===== src/rtl/als_ctrl_pkg.sv =====
// Shared types and constants for the ALS (ALU / RegDesloc / multiplier) sequencer.
package als_ctrl_pkg;

  typedef enum logic [2:0] {
    S_IDLE     = 3'd0,
    S_ALU      = 3'd1,
    S_SH_LOAD  = 3'd2,
    S_SH_OP    = 3'd3,
    S_SH_CAP   = 3'd4,
    S_MUL_WAIT = 3'd5,
    S_DONE     = 3'd6
  } state_t;

  typedef enum logic [1:0] {
    OPC_ALU   = 2'b00,
    OPC_SHIFT = 2'b01,
    OPC_MUL   = 2'b10,
    OPC_RSVD  = 2'b11
  } op_class_t;

  localparam logic [2:0] RD_NOP  = 3'b000;
  localparam logic [2:0] RD_LOAD = 3'b001;
  localparam logic [2:0] RD_SLL  = 3'b010;
  localparam logic [2:0] RD_SRL  = 3'b011;
  localparam logic [2:0] RD_SRA  = 3'b100;
  localparam logic [2:0] RD_ROR  = 3'b101;
  localparam logic [2:0] RD_ROL  = 3'b110;

  localparam int unsigned MULT_TIMEOUT_DEF = 40;
  localparam int unsigned DATA_W           = 32;

  // Only the five real shift/rotate codes may be issued to RegDesloc.
  function automatic logic shift_func_legal(input logic [2:0] func);
    return (func >= RD_SLL) && (func <= RD_ROL);
  endfunction

endpackage


===== src/rtl/als_timeout_counter.sv =====
// Saturating cycle counter with synchronous clear and a terminal-count flag.
module als_timeout_counter #(
  parameter int unsigned TERMINAL = 40
) (
  input  logic clk,
  input  logic rst,
  input  logic clear,
  input  logic enable,
  output logic terminal_c
);

  localparam int unsigned W = $clog2(TERMINAL + 1);

  logic [W-1:0] count;

  assign terminal_c = (count == W'(TERMINAL));

  always_ff @(posedge clk or posedge rst) begin
    if (rst) begin
      count <= '0;
    end else if (clear) begin
      count <= '0;
    end else if (enable && !terminal_c) begin
      count <= count + W'(1);
    end
  end

endmodule


===== src/rtl/als_sequencer.sv =====
// Sequences one ALU, shift or multiply operation at a time through the ALS complex
// and returns a 64-bit result with a one-cycle done pulse.
module als_sequencer
  import als_ctrl_pkg::*;
#(
  parameter int unsigned MULT_TIMEOUT = MULT_TIMEOUT_DEF
) (
  input  logic              Clk,
  input  logic              reset,
  input  logic              start,
  output logic              ready,
  input  logic [1:0]        op_class,
  input  logic [2:0]        alu_func,
  input  logic [2:0]        shift_func,
  input  logic [4:0]        shamt,
  input  logic [DATA_W-1:0] src_a,
  input  logic [DATA_W-1:0] src_b,
  output logic              done,
  output logic              error,
  output logic [DATA_W-1:0] result_lo,
  output logic [DATA_W-1:0] result_hi,
  output logic [2:0]        ALU_sel,
  output logic [DATA_W-1:0] oper_A,
  output logic [DATA_W-1:0] oper_B,
  input  logic [DATA_W-1:0] ALU_result,
  output logic              RegDesloc_reset,
  output logic [2:0]        RegDesloc_OP,
  output logic [4:0]        NumberofShifts,
  output logic [DATA_W-1:0] Array,
  input  logic [DATA_W-1:0] Shifted_Array,
  output logic              workMult,
  input  logic [2*DATA_W-1:0] mul,
  input  logic              endMult
);

  state_t            state;
  state_t            state_next;
  logic              accept;
  logic              illegal;
  logic              mul_timeout;

  logic [DATA_W-1:0] a_q;
  logic [DATA_W-1:0] b_q;
  logic [2:0]        alu_func_q;
  logic [2:0]        shift_func_q;
  logic [4:0]        shamt_q;

  assign oper_A          = a_q;
  assign oper_B          = b_q;
  assign Array           = a_q;
  assign ALU_sel         = alu_func_q;
  assign NumberofShifts  = shamt_q;
  assign RegDesloc_reset = reset;

  als_timeout_counter #(
    .TERMINAL (MULT_TIMEOUT)
  ) u_timeout (
    .clk        (Clk),
    .rst        (reset),
    .clear      (accept),
    .enable     (state == S_MUL_WAIT),
    .terminal_c (mul_timeout)
  );

  always_ff @(posedge Clk or posedge reset) begin
    if (reset) begin
      state <= S_IDLE;
    end else begin
      state <= state_next;
    end
  end

  // Illegal requests take the ALU slot with error already set, so they share the
  // one-cycle ALU timing while the result stays zero.
  always_comb begin
    state_next = state;
    accept     = 1'b0;
    illegal    = 1'b0;
    case (state)
      S_IDLE: begin
        if (start) begin
          accept = 1'b1;
          case (op_class_t'(op_class))
            OPC_ALU:   state_next = S_ALU;
            OPC_SHIFT: begin
              if (shift_func_legal(shift_func)) begin
                state_next = S_SH_LOAD;
              end else begin
                illegal    = 1'b1;
                state_next = S_ALU;
              end
            end
            OPC_MUL:   state_next = S_MUL_WAIT;
            default: begin
              illegal    = 1'b1;
              state_next = S_ALU;
            end
          endcase
        end
      end
      S_ALU:      state_next = S_DONE;
      S_SH_LOAD:  state_next = S_SH_OP;
      S_SH_OP:    state_next = S_SH_CAP;
      S_SH_CAP:   state_next = S_DONE;
      S_MUL_WAIT: begin
        if (endMult || mul_timeout) begin
          state_next = S_DONE;
        end
      end
      S_DONE:     state_next = S_IDLE;
      default:    state_next = S_IDLE;
    endcase
  end

  // Handshake and port controls are registered from the upcoming state.
  always_ff @(posedge Clk or posedge reset) begin
    if (reset) begin
      ready        <= 1'b1;
      done         <= 1'b0;
      workMult     <= 1'b0;
      RegDesloc_OP <= RD_NOP;
    end else begin
      ready    <= (state_next == S_IDLE);
      done     <= (state_next == S_DONE);
      workMult <= (state_next == S_MUL_WAIT);
      case (state_next)
        S_SH_LOAD: RegDesloc_OP <= RD_LOAD;
        S_SH_OP:   RegDesloc_OP <= shift_func_q;
        default:   RegDesloc_OP <= RD_NOP;
      endcase
    end
  end

  // Operand latch and result capture.
  always_ff @(posedge Clk or posedge reset) begin
    if (reset) begin
      a_q          <= '0;
      b_q          <= '0;
      alu_func_q   <= '0;
      shift_func_q <= '0;
      shamt_q      <= '0;
      error        <= 1'b0;
      result_lo    <= '0;
      result_hi    <= '0;
    end else begin
      if (accept) begin
        a_q          <= src_a;
        b_q          <= src_b;
        alu_func_q   <= alu_func;
        shift_func_q <= shift_func;
        shamt_q      <= shamt;
        error        <= illegal;
        result_lo    <= '0;
        result_hi    <= '0;
      end
      case (state)
        S_ALU: begin
          if (!error) begin
            result_lo <= ALU_result;
          end
        end
        S_SH_CAP: result_lo <= Shifted_Array;
        S_MUL_WAIT: begin
          if (endMult) begin
            result_hi <= mul[2*DATA_W-1:DATA_W];
            result_lo <= mul[DATA_W-1:0];
          end else if (mul_timeout) begin
            error     <= 1'b1;
            result_hi <= '0;
            result_lo <= '0;
          end
        end
        default: ;
      endcase
    end
  end

endmodule


===== config.mk =====
export PLATFORM = sky130hd
export DESIGN_NAME = als_sequencer
export DESIGN_NICKNAME = d
export VERILOG_FILES = /design/src/rtl/als_ctrl_pkg.sv /design/src/rtl/als_timeout_counter.sv /design/src/rtl/als_sequencer.sv
export SDC_FILE = /design/constraint.sdc
export NUM_CORES = 1
export LEC_CHECK = 0
export CAP_MARGIN = 20
export CORE_AREA = 4 4 146 148
export DETAILED_ROUTE_END_ITERATION = 12
export DIE_AREA = 0 0 150 152
export HOLD_SLACK_MARGIN = 0.08
export PLACE_DENSITY = 0.76
export REMOVE_ABC_BUFFERS = 1
export SYNTH_ARGS = -nofsm -noshare
export SYNTH_HDL_FRONTEND = slang
export SYNTH_SLANG_ARGS = --single-unit

===== constraint.sdc =====
create_clock -name Clk -period 5.2 [get_ports Clk]
set_input_delay 0.52 -clock Clk [delete_from_list [all_inputs] [get_ports Clk]]
set_output_delay 0.52 -clock Clk [all_outputs]
set_load 0.05 [all_outputs]

After elaboration in Yosys (flattened, before gate mapping)
Index checks and enable logic that the tools add are counted.
- input port bits: 209
- output and inout bits: 176
- word-level logic and storage cells: 66
- register bits: 155
- reductions and logical operators: 10
- equality and inequality tests: 12
- add/sub/neg operators: 1
- $lt $le $gt $ge: 2
- multiplexer cells: 27
- operators by type and width (operator ; number):
    32-bit 2-to-1 mux ; 8
    32-bit case mux with 3 select lines ; 1
    3-bit case mux with 5 select lines ; 1
    3-bit by 2-bit equality test with 1-bit output (second input constant) ; 4
    3-bit equality test (second input constant) ; 4
    6-bit 2-to-1 mux ; 2
    3-bit case mux with 2 select lines ; 2
    1-bit 2-to-1 mux ; 9
    6-bit by 1-bit adder with 6-bit output (second input constant) ; 1
    6-bit equality test (second input constant) ; 1
    3-bit zero test ; 2
    3-bit 2-to-1 mux ; 2
    2-bit OR reduction ; 2
    3-bit by 1-bit equality test with 1-bit output (second input constant) ; 1
    3-bit by 2-bit greater-or-equal comparator with 1-bit output (second input constant) ; 1
    3-bit less-or-equal comparator (second input constant) ; 1
    2-bit by 1-bit equality test with 1-bit output (second input constant) ; 1
    2-bit equality test (second input constant) ; 1
    1-bit logical AND ; 2
    2-bit zero test ; 1
    2-bit 2-to-1 mux ; 1
    1-bit case mux with 2 select lines ; 1
    2-bit nonzero test ; 1
    1-bit zero test ; 1
    1-bit logical OR ; 1

Depth between registers and ports, before layout
Gate-level depths: netlist of run 1.
- depth after elaboration: 10
- mapped depth: 7
- gate-level depth less buffers: 7

Cells and area by module
A second synthesis of run 1 with hierarchy kept.
- cells, all modules: 656
- area total of the unflattened synthesis: 6701.4 um2
- modules (own cells, without submodules) (module ; seq. area each (um2) ; times used ; area each (um2) ; cells an instance):
    als_sequencer ; 3729.8 ; 1 ; 6313.6 ; 615
    als_timeout_counter ; 150.1 ; 1 ; 387.9 ; 41

Worst setup path after synthesis of run 1
OpenSTA, ideal clock, no wires.
- path kind: flip-flop to flip-flop
- start point: reg error
- end point: reg result_lo[27]
- arrival: 1693 ps
- cell stages (with the launch flop): 7
- setup slack: 3387 ps
- period minus slack after synthesis: 1813 ps
- library setup time: 120 ps
- cell sequence: dfrtp_1 nor4bb_1 clkbuf_1 buf_2 a221oi_1 nand3_1 a31o_2
- cells in the longest elaborated chain, start to end: 2
- RTL lines (item ; RTL line ; source):
    start, declared ; als_sequencer.sv:19 ; output logic error,
    start signal, assigned ; als_sequencer.sv:152 ; error <= illegal;
    32-bit 2-to-1 mux ; als_sequencer.sv:158 ; if (!error) begin
    32-bit case mux with 3 select lines ; als_sequencer.sv:156 ; case (state)
    end signal, assigned ; als_sequencer.sv:159 ; result_lo <= ALU_result;
    end signal, assigned ; als_sequencer.sv:162 ; S_SH_CAP: result_lo <= Shifted_Array;
    end signal, assigned ; als_sequencer.sv:166 ; result_lo <= mul[DATA_W-1:0];
    end, declared ; als_sequencer.sv:20 ; output logic [DATA_W-1:0] result_lo,
Every way passes these cells.
A chain may end at the register's enable or synchronous reset.

Worst setup path in the final report of run 1
- start point: reg state[0]
- end point: reg result_lo[5]
- cells in the longest elaborated chain, start to end: 6
- elaborated cells on any way between the ends: 10
- those cells by class: 3 x eq/ne; 6 x mux; 1 x reduce/logical
- RTL lines (item ; RTL line ; source):
    start, declared ; als_sequencer.sv:36 ; state_t state;
    start signal, assigned ; als_sequencer.sv:69 ; state <= state_next;
    3-bit zero test ; als_sequencer.sv:79 ; case (state)
    1-bit 2-to-1 mux ; als_sequencer.sv:79 ;
    32-bit 2-to-1 mux ; als_sequencer.sv:146 ; if (accept) begin
    32-bit 2-to-1 mux ; als_sequencer.sv:167 ; end else if (mul_timeout) begin
    32-bit 2-to-1 mux ; als_sequencer.sv:164 ; if (endMult) begin
    32-bit case mux with 3 select lines (*) ; als_sequencer.sv:156 ;
Every way passes the cells marked *; elsewhere a longest branch is shown, timed or not.

==> results_dict.tcl, run 1 <==
set metrics [dict create \
    period_share_pct 48.50 \
    path_cells "buf_4, and4b_2, a221oi_1, a21oi_1, a31o_1" \
    start_util_pct 37.26 \
    met3_usage_pct 8.371 \
    cts.path.max_buffers 2 \
    drc 0 \
    drv_cap 0 \
    report.final.slew_viol_count 0 \
    cp.arrival_ps 2880 \
    ctsHtreeMaxLevel 4 \
    grt-busiest-layer "met2" \
    drt_first_pass_iters 4 \
    regArea_mm2 0.003880 \
    fin_cells 1370 \
    critical_path_class "reg2reg" \
    core-area_mm2 0.02004 \
    final-setup-viol-count 0 \
    p_seq_share_pct 24.2 \
    dp_cells 1337 \
    irDropWorstVdd_v 0.0004745 \
    p_int_w 0.004384 \
    min_path_type "reg2reg" \
    cts_buffers 17 \
    yosysTopAreaCellShare_pct 51.62 \
    synth_top_flop_cell "dfrtp_1" \
    netlist_instances 764 \
    post-cts-setup-buffers 0 \
    clkTransAtPathRegs_ps 70 \
    rows 52 \
    grtUsageMet2_pct 35.09 \
    crit_path_max_incr_delay_ps 1040 \
    cts_hold_buf 0 \
    antenna_cells 0 \
    ys_ff_latch 155 \
    met1_usage_pct 26.64 \
    syn2layout_area_growth_pct 58.45 \
    cts_sinks 155 \
    tritoncts "yes" \
    yosysWarnings 0 \
    required_ps 5560 \
    synth_area_leader_cell "dfrtp_1" \
    fin_skew_ps 13.03 \
    p_leak_nw 5.203 \
    rsz0062_at_grt "false" \
    synth_cell_types 51 \
    start_kind "flip-flop" \
    die_height_um 152 \
    postRouteAntennaNets 0 \
    switchingPower_w 0.004589 \
    cts_root_buffer "clkbuf_16" \
    synthTopCellsByArea "dfrtp_1 (52%), nand2_1 (11%), a22o_1 (3.8%)" \
    antenna_found_initial 0 \
    crit_path_end_kind "flip-flop" \
    place_congestion 0.7820 \
    crit_fanout 48 \
    p_total_w 0.008974 \
    pwr-share-clk_pct 13.5 \
    clk_latency_ps 420 \
    cts_resized 0 \
    synth_area_mm2 0.007466 \
    dp_hpwl_mm 17.75 \
    drive_gt1_share_pct 6.364 \
    synth_area_per_cell_um2 9.772 \
    grt_pass1_wl_mm 38.91 \
    num-nets-final 1302 \
    slowest_stage "and4b_2" \
    wire_per_inst_um 18.35 \
    final_util_pct 59.03 \
    drt_wl_total_mm 25.13 \
    clock.fmax_ghz 0.3965 \
    status "finished, final reports clean" \
    vias 7000 \
    io_pins 385 \
    post_dp_cell_area_mm2 0.01123 \
    swShare_pct 51.14 \
    grt_use_total_pct 21.49 \
    final_cell_area_mm2 0.01183 \
    via_per_inst 5.109 \
    tns_ps 0 \
    drt_iter0_drc 335 \
    powerDensity_mw_per_mm2 758.5 \
    multi_input_area_mm2 0.003047 \
    ys_async_sr_fraction_pct 100.0 \
    combPwrFrac_pct 62.3 \
    slew_headroom_pct 29.06 \
    dieArea_mm2 0.02280 \
    synth-edff-count 0 \
    min_period_ps 2522 \
    hold_violations 0 \
    io_buffers 384 \
    grt_start_max_net_pins 107 \
    die_w_um 150 \
    n_fill_cell 1748 \
    ys_seq_area_share_pct 51.97 \
    grt-ovfl-total 0 \
    grt_pass1_vias 7190 \
    tightest_slew_ps 1064 \
]
## metrics by stage
step	setup WS, ps	hold WS, ps
after detailed placement	2515	462.3
after global routing	2494	498.9
final	2678	474.0
after CTS	2672	478.1
after floorplan	-1163	438.1
after global placement	2562	456.3
## kinds of logic (layout without fill, tap and decap cells)
family | Yosys count | after routing | share of synthesized area [%]
fa+ha+maj | 6 | 6 | 1.006
flops | 155 | 155 | 51.97
xor+xnor | 6 | 6 | 0.7039
simple gates | 321 | 321 | 19.24
compound gates | 174 | 174 | 19.26
buf+inv | 101 | 437 | 7.692
mux | 1 | 1 | 0.1341
## routing by layer
layer,wire (µm),part of all wire [%]
met1,10020,40
met2,12140,48
met3,2568,10
met4,410,1.6
met5,0,0
## layout by cell type (no fill, tap or decap), types with 7 or more instances in the layout
cell type        instances
clkdlybuf4s50_1        384
nand2_1                225
dfrtp_1                154
nand3_1                 33
nor2b_1                 32
a2bb2oi_1               32
a21oi_1                 32
a22o_1                  32
a31o_1                  29
a221oi_1                25
clkbuf_16               17
buf_4                   12
nor2_1                   9
a221oi_2                 7
## Yosys cell counts (all sizes together), types with 2 or more instances
cell       n
a21oi     33
a221oi    32
a22o      32
a2bb2oi   32
a31o      32
and3       2
and4bb     2
buf       57
clkbuf    36
dfrtp    154
ha         6
inv        8
nand2    225
nand3     33
nand4      3
nand4b     2
nor2      10
nor2b     32
o211ai     3
o21ai      4
or3b       2
xnor2      2
xor2       4
## registers in the layout, summed over array words and instances (netlist names), 3 cells and up
register         flops
u_timeout.count      6
RegDesloc_OP         3
result_lo           32
NumberofShifts       5
shift_func_q         3
ALU_sel              3
result_hi           32
Array               32
oper_B              32
state                3
## path summary, 6_finish.rpt
kind                                endpoint  slack, ps         startpoint  depth (start not counted)
setup reg to reg                result_lo[5]       2680           state[0]                          5
min in group asynchronous       result_hi[1]        590              reset                          2
max in group asynchronous      result_lo[25]       3490              reset                          3
hold / removal             NumberofShifts[3]        470  NumberofShifts[3]                          2
hold reg to reg            NumberofShifts[3]        470  NumberofShifts[3]                          2
setup / recovery                result_lo[5]       2680           state[0]                          5
## layout make-up
cell class | instances | share of cell area (%)
clock buffers | 19 | 3.744
inverters | 8 | 0.2961
multi-input cells | 508 | 25.75
clock inverters | 13 | 1.068
flip-flops and latches | 155 | 32.80
well taps | 270 | 2.856
repair buffers | 397 | 33.48
## power by group through the flow
stage	Sequential, W	Combinational (W)	Clock (W)
2_1_floorplan	0.00439	0.00141	0
3_3_place_gp	0.00217	0.00554	0
3_5_place_dp	0.00218	0.00562	0
4_1_cts	0.00218	0.00563	0.00124
5_1_grt	0.00225	0.00590	0.00130
6_report	0.00218	0.00559	0.00121
## worst max-delay path: cells and delay by family, from the launching register on
kind                   cells  cell delay (ps)
AO/OA/AOI/OAI              3              600
buffers and inverters      1              410
flip-flops                 1              370
AND/OR/NAND/NOR            1             1040
(Power assumes the default switching activity.)
==> run 2: changes to the inputs <==
==> constraint.sdc (replaced) <==
create_clock -name Clk -period 2.38 [get_ports Clk]
set_input_delay 0.238 -clock Clk [delete_from_list [all_inputs] [get_ports Clk]]
set_output_delay 0.238 -clock Clk [all_outputs]
set_load 0.05 [all_outputs]
==> results_dict.tcl, run 2 (synthesized netlist as in run 1, its figures left out) <==
set metrics [dict create \
    status "finished, final reports clean" \
    path_cells "clkdlybuf4s50_1" \
    start_util_pct 37.26 \
    grt_use_total_pct 21.42 \
    clkTransAtPathRegs_ps 70 \
    grt_start_max_net_pins 75 \
    crit_fanout 1 \
    cts_root_buffer "clkbuf_16" \
    dp_hpwl_mm 17.87 \
    tns_ps 0 \
    routed.top_layer "met4" \
    regArea_mm2 0.003880 \
    wire_per_inst_um 18.24 \
    crit_buf_inv 1 \
    die_w_um 150 \
    wl_met1_mm 10.01 \
    rows 52 \
    ff2ff_path_depth 7 \
    grt-ovfl-total 0 \
    p_leak_nw 5.241 \
    drc 0 \
    period_share_pct 84.73 \
    fin_skew_ps 14.82 \
    slowest_stage "clkdlybuf4s50_1" \
    post-cts-setup-buffers 0 \
    cts_hold_buf 0 \
    die_height_um 152 \
    critical_path_class "reg2out" \
    crit_path_max_incr_delay_ps 840 \
    r2r_start "u_timeout.count[0]" \
    cts_buffers 17 \
    reg2reg_to "result_lo[2]" \
    switchingPower_w 0.01001 \
    slew_headroom_pct 44.57 \
    clk_latency_ps 420 \
    min_period_ps 2017 \
    cts_sinks 155 \
    r2r_setup_slack_ps 400 \
    critical_path.top_delay_family "buffers and inverters" \
    min_path_type "in2async" \
    ctsHtreeMaxLevel 4 \
    cts_resized 0 \
    required_ps 2140 \
    report.final.slew_viol_count 0 \
    setup.worst_path.start "ready" \
    num-nets-final 1309 \
    rsz0062_at_grt "false" \
    final-setup-viol-count 0 \
    grt_pass1_wl_mm 38.94 \
    drt_first_pass_iters 4 \
    grt_pass1_vias 7049 \
    antenna_found_initial 0 \
    drt_wl_total_mm 25.09 \
    p_int_w 0.009590 \
    dr_wl_met2_mm 12.19 \
    postRouteAntennaNets 0 \
    io_pins 385 \
    crit_path_end_kind "output port" \
    worstSetupEndpoint "ready" \
    final_common_cell "clkdlybuf4s50_1" \
    p_seq_share_pct 24.1 \
    antenna_cells 0 \
    clock.fmax_ghz 0.4959 \
    multi_input_area_mm2 0.003047 \
    drv_cap 0 \
    cp.arrival_ps 1780 \
    vias 6986 \
    io_buffers 384 \
    start_kind "flip-flop" \
    swShare_pct 51.06 \
    combPwrFrac_pct 62.7 \
    syn2layout_area_growth_pct 59.19 \
    tightest_slew_ps 831.4 \
    final_cell_mix "clkdlybuf4s50_1 (384), nand2_1 (225), dfrtp_1 (154)" \
    drt_iter0_drc 261 \
    core-area_mm2 0.02004 \
    wl_met3_mm 2.586 \
    via_per_inst 5.077 \
    drive_gt1_share_pct 6.962 \
    final_cell_area_mm2 0.01189 \
    pwr-share-clk_pct 13.2 \
    post_dp_cell_area_mm2 0.01133 \
    powerDensity_mw_per_mm2 1649 \
    irDropWorstVdd_v 0.0009794 \
    n_fill_cell 1730 \
    place_congestion 0.7505 \
    dieArea_mm2 0.02280 \
    path_depth 1 \
    hold_violations 0 \
    tritoncts "yes" \
    cts.path.max_buffers 2 \
]
-- run 2: worst min path at each step --
stage	start	end	slack, ps	cells past startpoint
after global routing	reset	result_hi[13]	160	2
after CTS	reset	result_hi[13]	140	2
final	reset	result_hi[13]	160	2
after floorplan	alu_func[0]	ALU_sel[0]	340	2
after detailed placement	oper_B[7]	oper_B[7]	460	2
after global placement	shift_func_q[1]	shift_func_q[1]	450	2
-- run 2: area by class of cell --
cell class              count  area share [%]
repair buffers            404           33.92
flip-flops and latches    155           32.65
multi-input cells         508           25.63
clock buffers              17           3.579
well taps                 270           2.842
clock inverters            14           1.084
inverters                   8          0.2948
-- run 2: metal layers --
| metal | vias to the layer above | GRT usage, % |
|---|---|---|
| li1 | 3297 | - |
| met4 | 0 | 4.837 |
| met3 | 23 | 8.073 |
| met5 | - | 0 |
| met2 | 286 | 35.60 |
| met1 | 3380 | 26.54 |
-- run 2: power by group through the flow --
stage	logic, W	clock network, W	registers, W
after CTS	0.0124	0.00266	0.00472
after floorplan	0.00307	0	0.00960
final	0.0123	0.00259	0.00472
after global routing	0.0130	0.00279	0.00488
after detailed placement	0.0124	0	0.00471
after global placement	0.0122	0	0.00471
-- run 2: stage by stage --
| stage | utilization [%] | worst slack (ps) | std cells | hold slack [ps] | total power (W) |
|---|---|---|---|---|---|
| after floorplan | - | -3983 | 671 | 343.4 | 0.01267 |
| after global placement | 56.54 | 203.2 | 1345 | 454.4 | 0.01691 |
| after detailed placement | 56.54 | 180.6 | 1345 | 460.8 | 0.01709 |
| after CTS | 59.31 | 309.1 | 1376 | 142.4 | 0.01977 |
| after global routing | 59.31 | 258.3 | 1376 | 156.7 | 0.02068 |
| final | 59.31 | 363.5 | 1376 | 159.5 | 0.01960 |
